$ cat src/rtl/clk_div_multi_pkg.sv
// Shared types and constants for the multi-channel clock divider.
// Config fields are carried at their widest supported width; narrower
// top-level ports are zero-extended into this struct.
package clk_div_multi_pkg;

  localparam int P_CH_DEF        = 2;
  localparam int P_PSEL_BITS_DEF = 3;
  localparam int P_CNT_BITS_DEF  = 8;

  // Widest supported field widths (P_PSEL_BITS <= 4, P_CNT_BITS <= 16).
  localparam int PSEL_W_MAX = 4;
  localparam int CNT_W_MAX  = 16;

  typedef struct packed {
    logic [PSEL_W_MAX-1:0] pre_sel;
    logic [CNT_W_MAX-1:0]  div;
    logic [CNT_W_MAX-1:0]  high;
    logic                  en;
  } ch_cfg_t;

  // Channel-select width: ceil(log2(n)), never less than one bit.
  function automatic int ch_w(input int n);
    return (n > 1) ? $clog2(n) : 1;
  endfunction

endpackage

$ cat src/rtl/clk_div_chan.sv
// One divider channel: active/shadow config, period counter, pending flag
// and registered clk_out / period_tick. Taps the shared prescaler count.
module clk_div_chan
  import clk_div_multi_pkg::*;
#(
  parameter int PRE_W = 7
) (
  input  logic             clk,
  input  logic             reset,
  input  logic [PRE_W-1:0] pre_cnt_i,
  input  logic             wr_i,
  input  ch_cfg_t          wr_cfg_i,
  output logic             clk_out_o,
  output logic             period_tick_o,
  output logic             cfg_pending_o
);

  localparam int PW1 = PRE_W + 1;

  ch_cfg_t              act_q, act_d;
  ch_cfg_t              shd_q, shd_d;
  logic                 pend_q, pend_d;
  logic [CNT_W_MAX-1:0] cnt_q, cnt_d;
  logic                 out_q, out_d;
  logic                 tick_q, tick_d;

  logic [PW1-1:0]       one_sh;
  logic [PRE_W-1:0]     mask;
  logic                 ptick;
  logic                 boundary;
  logic                 commit;
  ch_cfg_t              nxt;
  logic [CNT_W_MAX-1:0] nxt_cnt;

  // Tick decode, boundary/commit detection and next-state for all registers.
  always_comb begin
    one_sh   = PW1'(1) << act_q.pre_sel;
    mask     = PRE_W'(one_sh - PW1'(1));
    ptick    = (pre_cnt_i & mask) == mask;
    boundary = act_q.en & ptick & (cnt_q == act_q.div);
    // A disabled channel has no period to finish, so its shadow lands at once.
    commit   = pend_q & (boundary | ~act_q.en);
    nxt      = commit ? shd_q : act_q;
    nxt_cnt  = (boundary | commit) ? '0 : cnt_q + CNT_W_MAX'(1);

    act_d  = nxt;
    shd_d  = wr_i ? wr_cfg_i : shd_q;
    // wr_i is only possible while pend_q is clear, so it never races commit.
    pend_d = wr_i | (pend_q & ~commit);
    cnt_d  = cnt_q;
    out_d  = out_q;
    tick_d = 1'b0;
    // Registers move on a prescale tick of a running channel, or on a commit
    // (which also starts slot 0 of a freshly enabled channel immediately).
    if (commit | (act_q.en & ptick)) begin
      cnt_d  = nxt.en ? nxt_cnt : '0;
      out_d  = nxt.en & (nxt_cnt < nxt.high);
      tick_d = (commit | boundary) & nxt.en;
    end
  end

  // Channel state registers.
  always_ff @(posedge clk or posedge reset) begin
    if (reset) begin
      act_q  <= '0;
      shd_q  <= '0;
      pend_q <= 1'b0;
      cnt_q  <= '0;
      out_q  <= 1'b0;
      tick_q <= 1'b0;
    end else begin
      act_q  <= act_d;
      shd_q  <= shd_d;
      pend_q <= pend_d;
      cnt_q  <= cnt_d;
      out_q  <= out_d;
      tick_q <= tick_d;
    end
  end

  assign clk_out_o     = out_q;
  assign period_tick_o = tick_q;
  assign cfg_pending_o = pend_q;

endmodule

$ cat src/rtl/clk_div_multi.sv
// Multi-channel programmable clock generator: shared free-running
// power-of-two prescaler, per-channel dividers with shadowed config that
// commits only at period boundaries.
module clk_div_multi
  import clk_div_multi_pkg::*;
#(
  parameter  int P_CH        = P_CH_DEF,
  parameter  int P_PSEL_BITS = P_PSEL_BITS_DEF,
  parameter  int P_CNT_BITS  = P_CNT_BITS_DEF,
  localparam int CH_W        = ch_w(P_CH)
) (
  input  logic                   clk,
  input  logic                   reset,
  input  logic                   cfg_valid,
  output logic                   cfg_ready,
  input  logic [CH_W-1:0]        cfg_ch,
  input  logic [P_PSEL_BITS-1:0] cfg_pre_sel,
  input  logic [P_CNT_BITS-1:0]  cfg_div,
  input  logic [P_CNT_BITS-1:0]  cfg_high,
  input  logic                   cfg_en,
  output logic [P_CH-1:0]        clk_out,
  output logic [P_CH-1:0]        period_tick,
  output logic [P_CH-1:0]        cfg_pending
);

  localparam int PRE_W = (1 << P_PSEL_BITS) - 1;
  localparam int CH_N  = 1 << CH_W;

  logic [PRE_W-1:0] pre_cnt_q, pre_cnt_d;
  logic [CH_N-1:0]  pend_pad;
  logic             acc;
  logic [P_CH-1:0]  wr;
  ch_cfg_t          wr_cfg;

  // Prescaler just wraps; every channel taps its own low-bit window.
  always_comb pre_cnt_d = pre_cnt_q + PRE_W'(1);

  // Prescaler register.
  always_ff @(posedge clk or posedge reset) begin
    if (reset) pre_cnt_q <= '0;
    else       pre_cnt_q <= pre_cnt_d;
  end

  // Ready mux and channel decode; out-of-range channels read as never
  // pending, so such writes are accepted and dropped.
  always_comb begin
    pend_pad       = CH_N'(cfg_pending);
    cfg_ready      = ~pend_pad[cfg_ch];
    acc            = cfg_valid & cfg_ready;
    wr_cfg.pre_sel = PSEL_W_MAX'(cfg_pre_sel);
    wr_cfg.div     = CNT_W_MAX'(cfg_div);
    wr_cfg.high    = CNT_W_MAX'(cfg_high);
    wr_cfg.en      = cfg_en;
    wr             = '0;
    for (int c = 0; c < P_CH; c++) wr[c] = acc & (cfg_ch == CH_W'(c));
  end

  for (genvar g = 0; g < P_CH; g++) begin : g_ch
    clk_div_chan #(.PRE_W(PRE_W)) u_chan (
      .clk          (clk),
      .reset        (reset),
      .pre_cnt_i    (pre_cnt_q),
      .wr_i         (wr[g]),
      .wr_cfg_i     (wr_cfg),
      .clk_out_o    (clk_out[g]),
      .period_tick_o(period_tick[g]),
      .cfg_pending_o(cfg_pending[g])
    );
  end

endmodule
$ cat config.mk
export PLATFORM = sky130hd
export DESIGN_NAME = clk_div_multi
export DESIGN_NICKNAME = d
export VERILOG_FILES = /design/src/rtl/clk_div_multi_pkg.sv /design/src/rtl/clk_div_chan.sv /design/src/rtl/clk_div_multi.sv
export SDC_FILE = /design/constraint.sdc
export NUM_CORES = 1
export LEC_CHECK = 0
export ABC_CLOCK_PERIOD_IN_PS = 6400
export CAP_MARGIN = 40
export CELL_PAD_IN_SITES_DETAIL_PLACEMENT = 1
export CELL_PAD_IN_SITES_GLOBAL_PLACEMENT = 1
export CORE_UTILIZATION = 40
export CTS_CLUSTER_SIZE = 24
export DETAILED_ROUTE_END_ITERATION = 12
export PLACE_DENSITY = 0.75
export SLEW_MARGIN = 20
export SYNTH_ARGS = -nofsm -noshare
export SYNTH_HDL_FRONTEND = slang
export SYNTH_SLANG_ARGS = --single-unit
$ cat constraint.sdc
create_clock -name clk -period 6.4 [get_ports clk]
set_input_delay 1.92 -clock clk [delete_from_list [all_inputs] [get_ports clk]]
set_output_delay 1.92 -clock clk [all_outputs]
set_load 0.02 [all_outputs]
======== Yosys cells after proc, flatten, opt, wreduce, memory -nomap -nowiden ========
Cells that the tools add are included.
Widths: inputs -> output; s select.
word-level totals
  register bits ........................... 141
  bits of input ports ..................... 24
  logic and storage cells ................. 80
operators by class
  $add $sub $neg .......................... 5
  magnitude comparators ................... 3
  equality and inequality tests ........... 4
  shifts and indexed selects .............. 2
  multiplexer cells ....................... 10
  bitwise logic cells ..................... 31
operators with widths
  cell                   number
  $mux 16                4
  $mux 17                2
  $add 16x1->16 const B  2
  $eq 16x8->1            2
  $lt 16x16->1           2
  $and 1x1->1            15
  $and 7x7->7            2
  $eq 7x7->1             2
  $shl 1x3->7 const A    2
  $sub 7x1->7 const B    2
  $or 1x1->1             8
  $add 7x1->7 const B    1
  $not 1->1              6
  $mux 1                 4
  $lt 1x2->1 const B     1

======== Longest topological paths before layout ========
Gate-level depths: netlist of run 1.
  depth after elaboration ................. 12
  mapped depth ............................ 16
  depth with buffers taken out ............ 13

======== By module ========
A second synthesis of run 1 with hierarchy kept.
second synthesis, totals
  cell total of the unflattened synthesis .. 850
  area, all modules ....................... 10188.5 µm²
modules (own cells, without submodules)
  module         times used  cells an instance  area each (µm²)  sequential area each (µm²)
  clk_div_chan   2           413                4941.0           2327.2
  clk_div_multi  1           24                 306.5            175.2

======== Least setup slack after synthesis of run 1 ========
OpenSTA, ideal clock, no wires.
  kind .................................... input -> output
  start point ............................. input port cfg_ch
  end point ............................... output port cfg_ready
  arrival time ............................ 2325 ps
  data required time ...................... 4480 ps
  path slack .............................. 2155 ps
  stages .................................. 1
  path buffers ............................ 0
  cell sequence ........................... mux2i_1
on the way
  cells in the longest elaborated chain, start to end .. 3
RTL lines
  what                                        RTL line             RTL
  from (decl)                                 clk_div_multi.sv:16  input logic [CH_W-1:0] cfg_ch,
  $mux 1 (not written as such) (2 in series)  clk_div_multi.sv:48  cfg_ready = ~pend_pad[cfg_ch];
  $not 1->1                                   clk_div_multi.sv:48
  to (decl)                                   clk_div_multi.sv:15  output logic cfg_ready,
Every way passes these cells. The select of a mux whose other input is x is not followed.

======== Final worst setup path of run 1 ========
Same ends and word-level chain as after synthesis.

==> results of run 1 <==
[cells by family after synthesis]
family / after synthesis
AND/OR/NAND/NOR: 197
flip-flops: 141
AO/OA/AOI/OAI: 119
buffers and inverters: 80
multiplexers: 80
XOR/XNOR: 43
adder cells (fa/ha/maj): 33
[metrics by stage]
step,hold WS [ns],instances
global placement,0.466,919
detailed placement,0.478,921
finish,0.485,953
global route,0.493,953
floorplan,0.446,693
CTS,0.489,951
[cell usage in the layout (no fill, tap or decap), types with 3 or more instances in the layout]
cell,netlist,routed
a21oi_1,28,28
xnor2_1,28,28
a22o_1,7,7
or3_1,8,8
a21o_1,16,16
nor2b_1,22,22
nor2_1,46,46
ha_1,33,33
clkbuf_8,0,6
clkdlybuf4s50_1,0,30
o2bb2ai_1,5,5
buf_4,8,3
clkbuf_16,0,17
o21ai_0,34,34
nor4_1,5,5
nand2b_1,10,10
xor2_1,15,15
nand3_1,23,23
and3_1,10,10
mux2i_1,15,15
buf_16,0,3
nand4_1,14,14
o22ai_1,5,5
inv_1,44,43
dfrtp_1,141,141
nor3_1,15,15
and2_1,3,3
mux2_2,62,62
mux2_1,3,3
nand2_1,30,30
[cell type report]
| class | instances | share of cell area |
|---|---|---|
| clock buffer | 25 | 0.0606 |
| clock inverter | 5 | 0.00942 |
| sequential | 141 | 0.415 |
| inverter | 44 | 0.0200 |
| timing repair buffer | 37 | 0.0490 |
| tap | 229 | 0.0337 |
| multi-input combinational | 472 | 0.412 |
[worst max-delay path, cell delays in order]
cell and delay, ns:
clkdlybuf4s50_1 0.53, mux2i_1 0.20, clkdlybuf4s50_1 0.62
[path summary, 6_finish.rpt]
| check | cells after the start | slack [ns] | end |
|---|---|---|---|
| setup / recovery | 3 | 1.21 | cfg_ready |
| hold / removal | 1 | 0.48 | pre_cnt_q[5] |
| setup reg to reg | 12 | 2.22 | g_ch[1].u_chan.clk_out_o |
| hold reg to reg | 1 | 0.48 | pre_cnt_q[5] |
| max in group asynchronous | 4 | 3.40 | g_ch[1].u_chan.shd_q[1] |
| min in group asynchronous | 2 | 1.89 | g_ch[0].u_chan.act_q[8] |
[routing by layer]
metal | track usage | wire length [um] | share of wire | vias to the layer above
li1 | - | - | - | 2473
met1 | 0.268 | 8390 | 0.46 | 2723
met2 | 0.330 | 8760 | 0.48 | 84
met3 | 0.0447 | 662 | 0.036 | 29
met4 | 0.0792 | 328 | 0.018 | 0
met5 | 0 | 0 | 0 | -
[state kept, by name (all words and copies together), names as in the netlist]
signal                     count
g_ch.u_chan.act_q             56
g_ch.u_chan.cfg_pending_o      2
g_ch.u_chan.clk_out_o          2
g_ch.u_chan.cnt_q             32
g_ch.u_chan.period_tick_o      2
g_ch.u_chan.shd_q             40
pre_cnt_q                      7
[where the power goes]
| group | internal (uW) | leakage [uW] | switching, uW |
|---|---|---|---|
| clock network | 631 | 0.000287 | 364 |
| logic | 446 | 0.00168 | 507 |
| registers | 1140 | 0.00177 | 187 |
==> impl_metrics.csv, run 1 <==
group,metric,value,unit
clock_tree,cts-buffers-inserted,17,
synthesis,yosysMostFrequentCell,"dfrtp_1",
synthesis,synth-simple-area-share,0.141,
timing,hold_violations,0,
synthesis,synth_top_family_by_area,"simple AND/OR/NAND/NOR gates",
timing,slew_headroom,0.486,
place,gp_congestion,0.826,
place,place_area,7850,um2
layout,syn2layout_area_growth,14.6,%
routing,via_per_inst,5.57,
place,io_buffers,30,
clock_tree,clock-sinks,141,
timing,worst_clock_skew,0.00721,ns
synthesis,yosys-top-cells-count,"141 x dfrtp_1, 62 x mux2_2, 46 x nor2_1",
clock_tree,cts_buffer_depth,2,
layout,n_antenna_cell,0,
outcome,violations,"design-rule violations",
clock_tree,cts.htree.levels,4,
floorplanning,die_width,138,um
layout,fin_area,8500,um2
critical_path,critPathKind,"primary input to output port",
floorplanning,die_area,19100,um2
synthesis,async_reset_ff_frac,1.00,
flow_run,maxCapViolations,0,
floorplanning,start_util,0.410,
timing,fmax,193,MHz
global_route,first_global_vias,5810,
synthesis,syn_area,7420,um2
critical_path,startpoint_type,"primary input",
timing,worstMarginPinSlew,0.768,ns
synthesis,synth.area.mux_share,0.119,
critical_path,path_max_fanout,3,
layout,drive_above_1_share,0.151,
synthesis,synthesis.nets,750,
layout,multi_input_area,3500,um2
timing,min_period,5.19,ns
global_route,grt_util_all_layers,0.204,
critical_path,crit_start,"cfg_ch",
synthesis,syn_inst,693,
clock_tree,tritoncts,"built",
clock_tree,holdBufCountCts,0,
clock_tree,cts_root_buf,"clkbuf_16",
global_route,antenna_found_initial,0,
synthesis,ys_seq_elements,141,
floorplanning,dieHeight,138,um
clock_tree,cts_setup_buffers,0,
synthesis,synth_top_area_share,0.476,
place,pre_cts_ws,1.20,ns
timing,rsz0062_at_grt,"no",
synthesis,synth_edf_count,0,
layout,nFillCells,1940,
timing,drv_slew,0,
timing,period_share,0.811,
layout,seq_area,3530,um2
power,powerDensity,385,nW/um2
routing,antenna_left,0,
timing,fin_setup_tns,0,ns
clock_tree,post_cts_resize_count,0,
synthesis,yosys_warnings,0,
synthesis,synthTopCellsByArea,"dfrtp_1 48%, mux2_2 9.4%, ha_1 5.6%, xnor2_1 3.3%, nor2_1 2.3%",
synthesis,yosysSeqAreaShare,0.476,
layout,final_util,0.470,
synthesis,synthAdderAreaFrac,0.0557,
synthesis,synth.avg_cell_area,10.7,um2
power,p_leak,0.00374,uW
timing,setup_viol,0,
power,total_power,3270,uW
floorplanning,ioPinCount,31,
global_route,grt_max_degree,75,
worst_hold_path,hold_path.class,"flop to flop",
critical_path,end_kind,"output port",
synthesis,ys.flop_type,"dfrtp_1",
routing,drc_errors,3,
place,hpwl,12.7,mm
critical_path,critPathArrivalTime,3.27,ns
worst_hold_path,hold_path_startpoint,"pre_cnt_q[5]",
power,vdd_drop_max,0.231,mV
clock_tree,clkTransAtPathRegs,0.05,ns
global_route,grt_pass1_wl,30.7,mm
layout,nets,770,
timing,fin_ws,1.21,ns
critical_path,crit-reg2reg-launch,"g_ch[1].u_chan.act_q[35]",
critical_path,crit_required,4.48,ns
floorplanning,rows,49,
synthesis,synth.distinct_cells,57,
routing,drtIter0Drc,276,
synthesis,yosysTopAreaCell,"dfrtp_1",
routing,drt-wirelength-per-cell,19.0,um
floorplanning,core_area,18100,um2
routing,wl,18.1,mm
clock_tree,clk_latency,0.42,ns
global_route,grt_remaining_overflow,0,
routing,first_pass_iters,8,
outcome,status,"complete, but fails checks",
routing,vias,5309,
synthesis,synth_xor_area_frac,0.0508,
synthesis,synth_compound_area_frac,0.105,
Power figures use the tool's default switching activity.
==> run 2, diff against run 1 <==
ABC_CLOCK_PERIOD_IN_PS = 5000   (was 6400)
clock period = 5 ns   (was 6.4 ns; I/O delays follow)
==> run 2 against run 1 <==
The run still ends with design-rule violations left. Highest routed layer unchanged. Sequential power is 28% higher. Power is 25% higher. Critical path depth stayed put. Combinational power is 23% higher. Worst setup slack worse by 0.60 ns. Sequential share of layout area is 0.28 points higher.
==> impl_metrics.csv, run 2 (synthesized netlist as in run 1, its figures left out) <==
group,metric,value,unit
outcome,status,"complete, but fails checks",
outcome,violations,"design-rule violations",
timing,fmax,228,MHz
layout,final_common_cell,"dfrtp_1",
worst_hold_path,hold_path.class,"flop to flop",
clock_tree,post_cts_resize_count,0,
place,hpwl,12.3,mm
timing,slew_headroom,0.499,
critical_path,worst_r2r_path_depth,12,
floorplanning,dieHeight,138,um
routing,vias,5267,
routing,first_pass_iters,8,
critical_path,end_kind,"output port",
power,powerDensity,484,nW/um2
layout,drive_above_1_share,0.154,
layout,final_cells,956,
global_route,antenna_found_initial,0,
global_route,grt_pass1_wl,30.0,mm
floorplanning,start_util,0.410,
routing,via_per_inst,5.51,
layout,n_antenna_cell,0,
critical_path,critPathArrivalTime,2.89,ns
clock_tree,cts_buffer_depth,2,
floorplanning,die_area,19100,um2
routing,drc_errors,3,
critical_path,crit_required,3.50,ns
routing,drtIter0Drc,379,
layout,largest_reg_flops,56,
flow_run,maxCapViolations,0,
layout,top_register,"g_ch.u_chan.act_q",
place,gp_congestion,0.829,
global_route,first_global_vias,5776,
critical_path,path_max_fanout,3,
critical_path,r2r_slack,0.92,ns
layout,nets,772,
timing,setup_viol,0,
floorplanning,die_width,138,um
routing,antenna_left,0,
worst_hold_path,hold_path_startpoint,"pre_cnt_q[5]",
layout,final_cell_mix,"141 x dfrtp_1, 62 x mux2_2, 46 x nor2_1, 43 x inv_1, 34 x o21ai_0",
floorplanning,rows,49,
timing,min_period,4.39,ns
global_route,grt_max_degree,99,
layout,reg_top3,"g_ch.u_chan.act_q (56), g_ch.u_chan.shd_q (40), g_ch.u_chan.cnt_q (32)",
timing,period_share,0.877,
timing,worstMarginPinSlew,0.752,ns
routing,wl,17.6,mm
timing,rsz0062_at_grt,"no",
routing,drt-wirelength-per-cell,18.4,um
power,vdd_drop_max,0.271,mV
floorplanning,core_area,18100,um2
critical_path,reg2reg_to,"g_ch[0].u_chan.clk_out_o",
timing,hold_violations,0,
clock_tree,cts.htree.levels,4,
floorplanning,ioPinCount,31,
global_route,grt_util_all_layers,0.200,
worst_hold_path,min_to,"pre_cnt_q[5]",
worst_hold_path,min_delay_path_depth,1,
place,post-place-cells,925,
clock_tree,cts_root_buf,"clkbuf_16",
place,io_buffers,30,
clock_tree,clock-sinks,141,
critical_path,crit-reg2reg-launch,"g_ch[0].u_chan.cnt_q[11]",
clock_tree,cts_setup_buffers,0,
timing,drv_slew,0,
clock_tree,cts-buffers-inserted,17,
timing,worst_clock_skew,0.0169,ns
global_route,grt_remaining_overflow,0,
clock_tree,clkTransAtPathRegs,0.06,ns
clock_tree,clk_latency,0.43,ns
layout,final_util,0.467,
layout,syn2layout_area_growth,13.9,%
critical_path,critPathKind,"primary input to output port",
power,p_leak,0.00373,uW
critical_path,startpoint_type,"primary input",
clock_tree,tritoncts,"built",
critical_path,crit_start,"cfg_ch",
timing,fin_setup_tns,0,ns
clock_tree,holdBufCountCts,0,
run 2: cell types whose count changed in the layout (fill, tap and decap cells not counted), sizes merged:
cell    before  now
clkinv       1    4
inv         44   43
buf          7    9
bufinv       2    1
run 2: metal layers:
| metal | vias to the layer above | wire, um | GRT usage |
|---|---|---|---|
| met3 | 19 | 611 | 0.0384 |
| met1 | 2688 | 8420 | 0.276 |
| met4 | 0 | 250 | 0.0692 |
| met5 | - | 0 | 0 |
| li1 | 2470 | - | - |
| met2 | 90 | 8290 | 0.314 |
run 2: how the worst max path moves through the flow:
stage                 to  cells past startpoint
6_report       cfg_ready                      3
5_1_grt        cfg_ready                      3
4_1_cts        cfg_ready                      3
3_5_place_dp   cfg_ready                      3
3_3_place_gp   cfg_ready                      3
2_1_floorplan  cfg_ready                      1
run 2: final cells by class:
type	instances	area, um2
repair buffers	39	384
inverters	44	169
flip-flops and latches	141	3530
multi-input cells	472	3500
fillers	1943	9640
clock inverters	6	57.6
well taps	229	287
clock buffers	25	515
run 2: power by group:
part	total, uW	internal, uW	switching, uW
Clock	1220	757	466
Combinational	1170	550	618
Sequential	1690	1460	237
Total	4080	2760	1320
run 2: metrics by stage:
step | hold WS, ns | instance area, um2 | total power, uW | setup slack (ns)
global route | 0.492 | 8440 | 4340 | 0.568
finish | 0.475 | 8440 | 4080 | 0.615
CTS | 0.479 | 8440 | 4140 | 0.588
floorplan | 0.446 | 7420 | 2560 | 1.59
global placement | 0.463 | 7860 | 2810 | 0.649
detailed placement | 0.467 | 7870 | 2870 | 0.590
run 2: critical path: stages:
cell and delay [ns]:
clkdlybuf4s50_1 0.54, mux2i_1 0.22, clkdlybuf4s50_1 0.63
==> run 3, diff against run 2 <==
PLACE_DENSITY = 0.73   (was 0.75)
SYNTH_HIERARCHICAL = 1   (was not set)
==> run 3 against run 2 <==
The run now ends clean. Critical path type is now flop to flop. Largest cell class is now multi-input gates. Sequential cell count grew 52. Global-route usage decreased by 0.67 points. Clock skew fell by 0.00054 ns. Final area is 38% higher.
==> impl_metrics.csv, run 3 <==
group,metric,value,unit
outcome,status,"complete, no violations",
clock_tree,cts_buffer_depth,2,
global_route,antenna_found_initial,0,
routing,wl,23.6,mm
worst_hold_path,hold_path_startpoint,"g_ch[0].u_chan/shd_q[30]",
routing,antenna_left,0,
synthesis,syn_area,10200,um2
timing,fin_setup_tns,0,ns
timing,hold_violations,0,
critical_path,cp_common_cell,"ha_1",
floorplanning,die_area,26100,um2
timing,worstMarginPinSlew,0.650,ns
flow_run,maxCapViolations,0,
critical_path,crit_chain,"nor4_1 > inv_1 > ha_1 > xor2_1 > a221o_1 > o31ai_4 > nand2_4 > mux2i_1 > ha_1 > nand3_1 > a2111oi_0 > o21ai_0 > o211ai_1 > a22oi_1",
clock_tree,post_cts_resize_count,0,
critical_path,path_max_fanout,24,
global_route,grt_max_degree,61,
layout,reg_top3,"g_ch.u_chan/act_q (74), g_ch.u_chan/shd_q (74), g_ch.u_chan/cnt_q (32)",
worst_hold_path,hold_path.class,"flop to flop",
synthesis,yosys-top-cells-count,"193 x dfrtp_1, 78 x mux2_2, 70 x mux2_4",
critical_path,startpoint_type,"flop",
synthesis,ys.flop_type,"dfrtp_1",
worst_hold_path,min_to,"g_ch[0].u_chan/act_q[30]",
layout,final_cell_mix,"193 x dfrtp_1, 78 x mux2_2, 70 x mux2_4, 46 x a21oi_1, 40 x nand2_1",
power,powerDensity,522,nW/um2
floorplanning,dieHeight,162,um
synthesis,synth_top_area_share,0.474,
place,hpwl,16.8,mm
power,vdd_drop_max,0.243,mV
floorplanning,rows,58,
critical_path,crit-reg2reg-launch,"g_ch[1].u_chan/act_q[33]",
power,total_power,6070,uW
clock_tree,clkTransAtPathRegs,0.07,ns
layout,nets,982,
synthesis,async_reset_ff_frac,1.00,
synthesis,synth.distinct_cells,52,
clock_tree,cts_root_buf,"clkbuf_16",
timing,fmax,229,MHz
place,io_buffers,30,
routing,via_per_inst,5.33,
layout,syn2layout_area_growth,14.2,%
synthesis,synthTopCellsByArea,"dfrtp_1 47%, mux2_4 10%, mux2_2 8.6%, ha_1 4.3%, mux2i_1 3.2%",
layout,final_common_cell,"dfrtp_1",
global_route,grt_util_all_layers,0.193,
routing,drc_errors,0,
power,p_leak,0.00550,uW
synthesis,synth_edf_count,0,
clock_tree,clk_latency,0.45,ns
critical_path,r2r_slack,0.64,ns
routing,drtIter0Drc,348,
critical_path,worst_r2r_path_depth,14,
clock_tree,cts-buffers-inserted,17,
place,gp_congestion,0.786,
synthesis,synth.avg_cell_area,12.0,um2
global_route,first_global_vias,7195,
critical_path,crit_required,5.30,ns
synthesis,yosysTopAreaCell,"dfrtp_1",
layout,drive_above_1_share,0.228,
timing,worst_clock_skew,0.0163,ns
synthesis,ys_seq_elements,193,
timing,min_period,4.36,ns
synthesis,yosysMostFrequentCell,"dfrtp_1",
routing,drt-wirelength-per-cell,18.6,um
clock_tree,holdBufCountCts,0,
synthesis,yosysSeqAreaShare,0.474,
clock_tree,cts.htree.levels,4,
clock_tree,tritoncts,"built",
critical_path,critPathSlowestCell,"a221o_1",
floorplanning,core_area,25100,um2
timing,setup_viol,0,
routing,first_pass_iters,4,
timing,rsz0062_at_grt,"no",
floorplanning,die_width,162,um
critical_path,slowest_delay,0.47,ns
critical_path,critPathKind,"flop to flop",
critical_path,end_kind,"flop",
floorplanning,ioPinCount,31,
timing,period_share,0.873,
layout,n_antenna_cell,0,
clock_tree,clock-sinks,193,
timing,drv_slew,0,
synthesis,syn_inst,850,
routing,vias,6746,
timing,slew_headroom,0.565,
worst_hold_path,min_delay_path_depth,1,
global_route,grt_pass1_wl,39.4,mm
critical_path,critPathArrivalTime,4.67,ns
floorplanning,start_util,0.406,
synthesis,yosys_warnings,6,
critical_path,reg2reg_to,"g_ch[1].u_chan/clk_out_o",
global_route,grt_remaining_overflow,0,
clock_tree,cts_setup_buffers,0,
==> run 3: cell count changes in the layout (fill, tap and decap cells not counted), moves of 10 or more <==
cell / previous run / this run
mux2_4: 0 / 70
dfrtp_1: 141 / 193
conb_1: 0 / 34
xor2_1: 15 / 36
nor2b_1: 22 / 2
a21oi_1: 28 / 46
mux2i_1: 15 / 33
mux2_2: 62 / 78
nor2_1: 46 / 32
xnor2_1: 28 / 15
buf_4: 7 / 18
inv_1: 43 / 32
nand2_1: 30 / 40
==> run 3: worst max path at each step <==
stage,start,endpoint,slack (ns),cells after the start
after global placement,cfg_ch,cfg_ready,0.66,3
after floorplan,reset,g_ch[0].u_chan/act_q[0],1.08,1
final,g_ch[1].u_chan/act_q[33],g_ch[1].u_chan/clk_out_o,0.64,14
after detailed placement,g_ch[1].u_chan/act_q[33],g_ch[1].u_chan/clk_out_o,0.63,16
after CTS,g_ch[1].u_chan/act_q[33],g_ch[1].u_chan/clk_out_o,0.61,16
after global routing,g_ch[1].u_chan/act_q[33],g_ch[1].u_chan/clk_out_o,0.30,16
==> run 3: area by class of cell <==
| type | count | area (um2) |
|---|---|---|
| clock buffers | 20 | 447 |
| multi-input cells | 626 | 5190 |
| inverters | 34 | 133 |
| flip-flops and latches | 193 | 4830 |
| clock inverters | 12 | 129 |
| repair buffers | 51 | 495 |
| fillers | 2675 | 13500 |
| well taps | 330 | 413 |
==> run 3: worst max-delay path: cells and delay by family, from the launching register on <==
kind	cells	cell delay, ns
AOI/OAI and AO/OA	6	1.81
and+or+nand+nor	3	0.84
adders and majority gates	2	0.59
DFF	1	0.46
muxes	1	0.24
xor gates and xnor gates	1	0.19
buffers and inverters	1	0.09
==> run 3: kinds of logic (layout without fill, tap and decap cells) <==
family / after synthesis / count (layout) / synth area share
mux: 181 / 181 / 0.222
compound gates: 144 / 144 / 0.0943
buf+inv: 64 / 117 / 0.0300
fa+ha+maj: 35 / 35 / 0.0430
flops: 193 / 193 / 0.474
xor+xnor: 51 / 51 / 0.0438
simple gates: 181 / 181 / 0.0927
other cells: 1 / 34 / 0.000368
==> run 3: layer usage <==
metal / vias to the layer above / share of wire / global-route usage
li1: 3200 / - / -
met1: 3454 / 0.45 / 0.247
met2: 64 / 0.51 / 0.334
met3: 28 / 0.018 / 0.0303
met4: 0 / 0.018 / 0.0596
met5: - / 0 / 0
==> run 3: report_power, final <==
part	switching (uW)	leakage [uW]	internal (uW)
Combinational	822	0.00287	1120
Clock	649	0.000278	715
Sequential	553	0.00235	2210
Total	2020	0.00550	4050
==> run 3: through the flow <==
stage                     hold slack (ns)  utilization  worst slack (ns)  instances  cell area [um2]
after global routing                0.525        0.464             0.300       1266            11600
after detailed placement            0.491        0.440             0.635       1233            11000
after CTS                           0.507        0.462             0.611       1265            11600
after global placement              0.483        0.438             0.665       1230            11000
after floorplan                     0.472            -              1.08        883            10300
final                               0.502        0.464             0.636       1266            11600
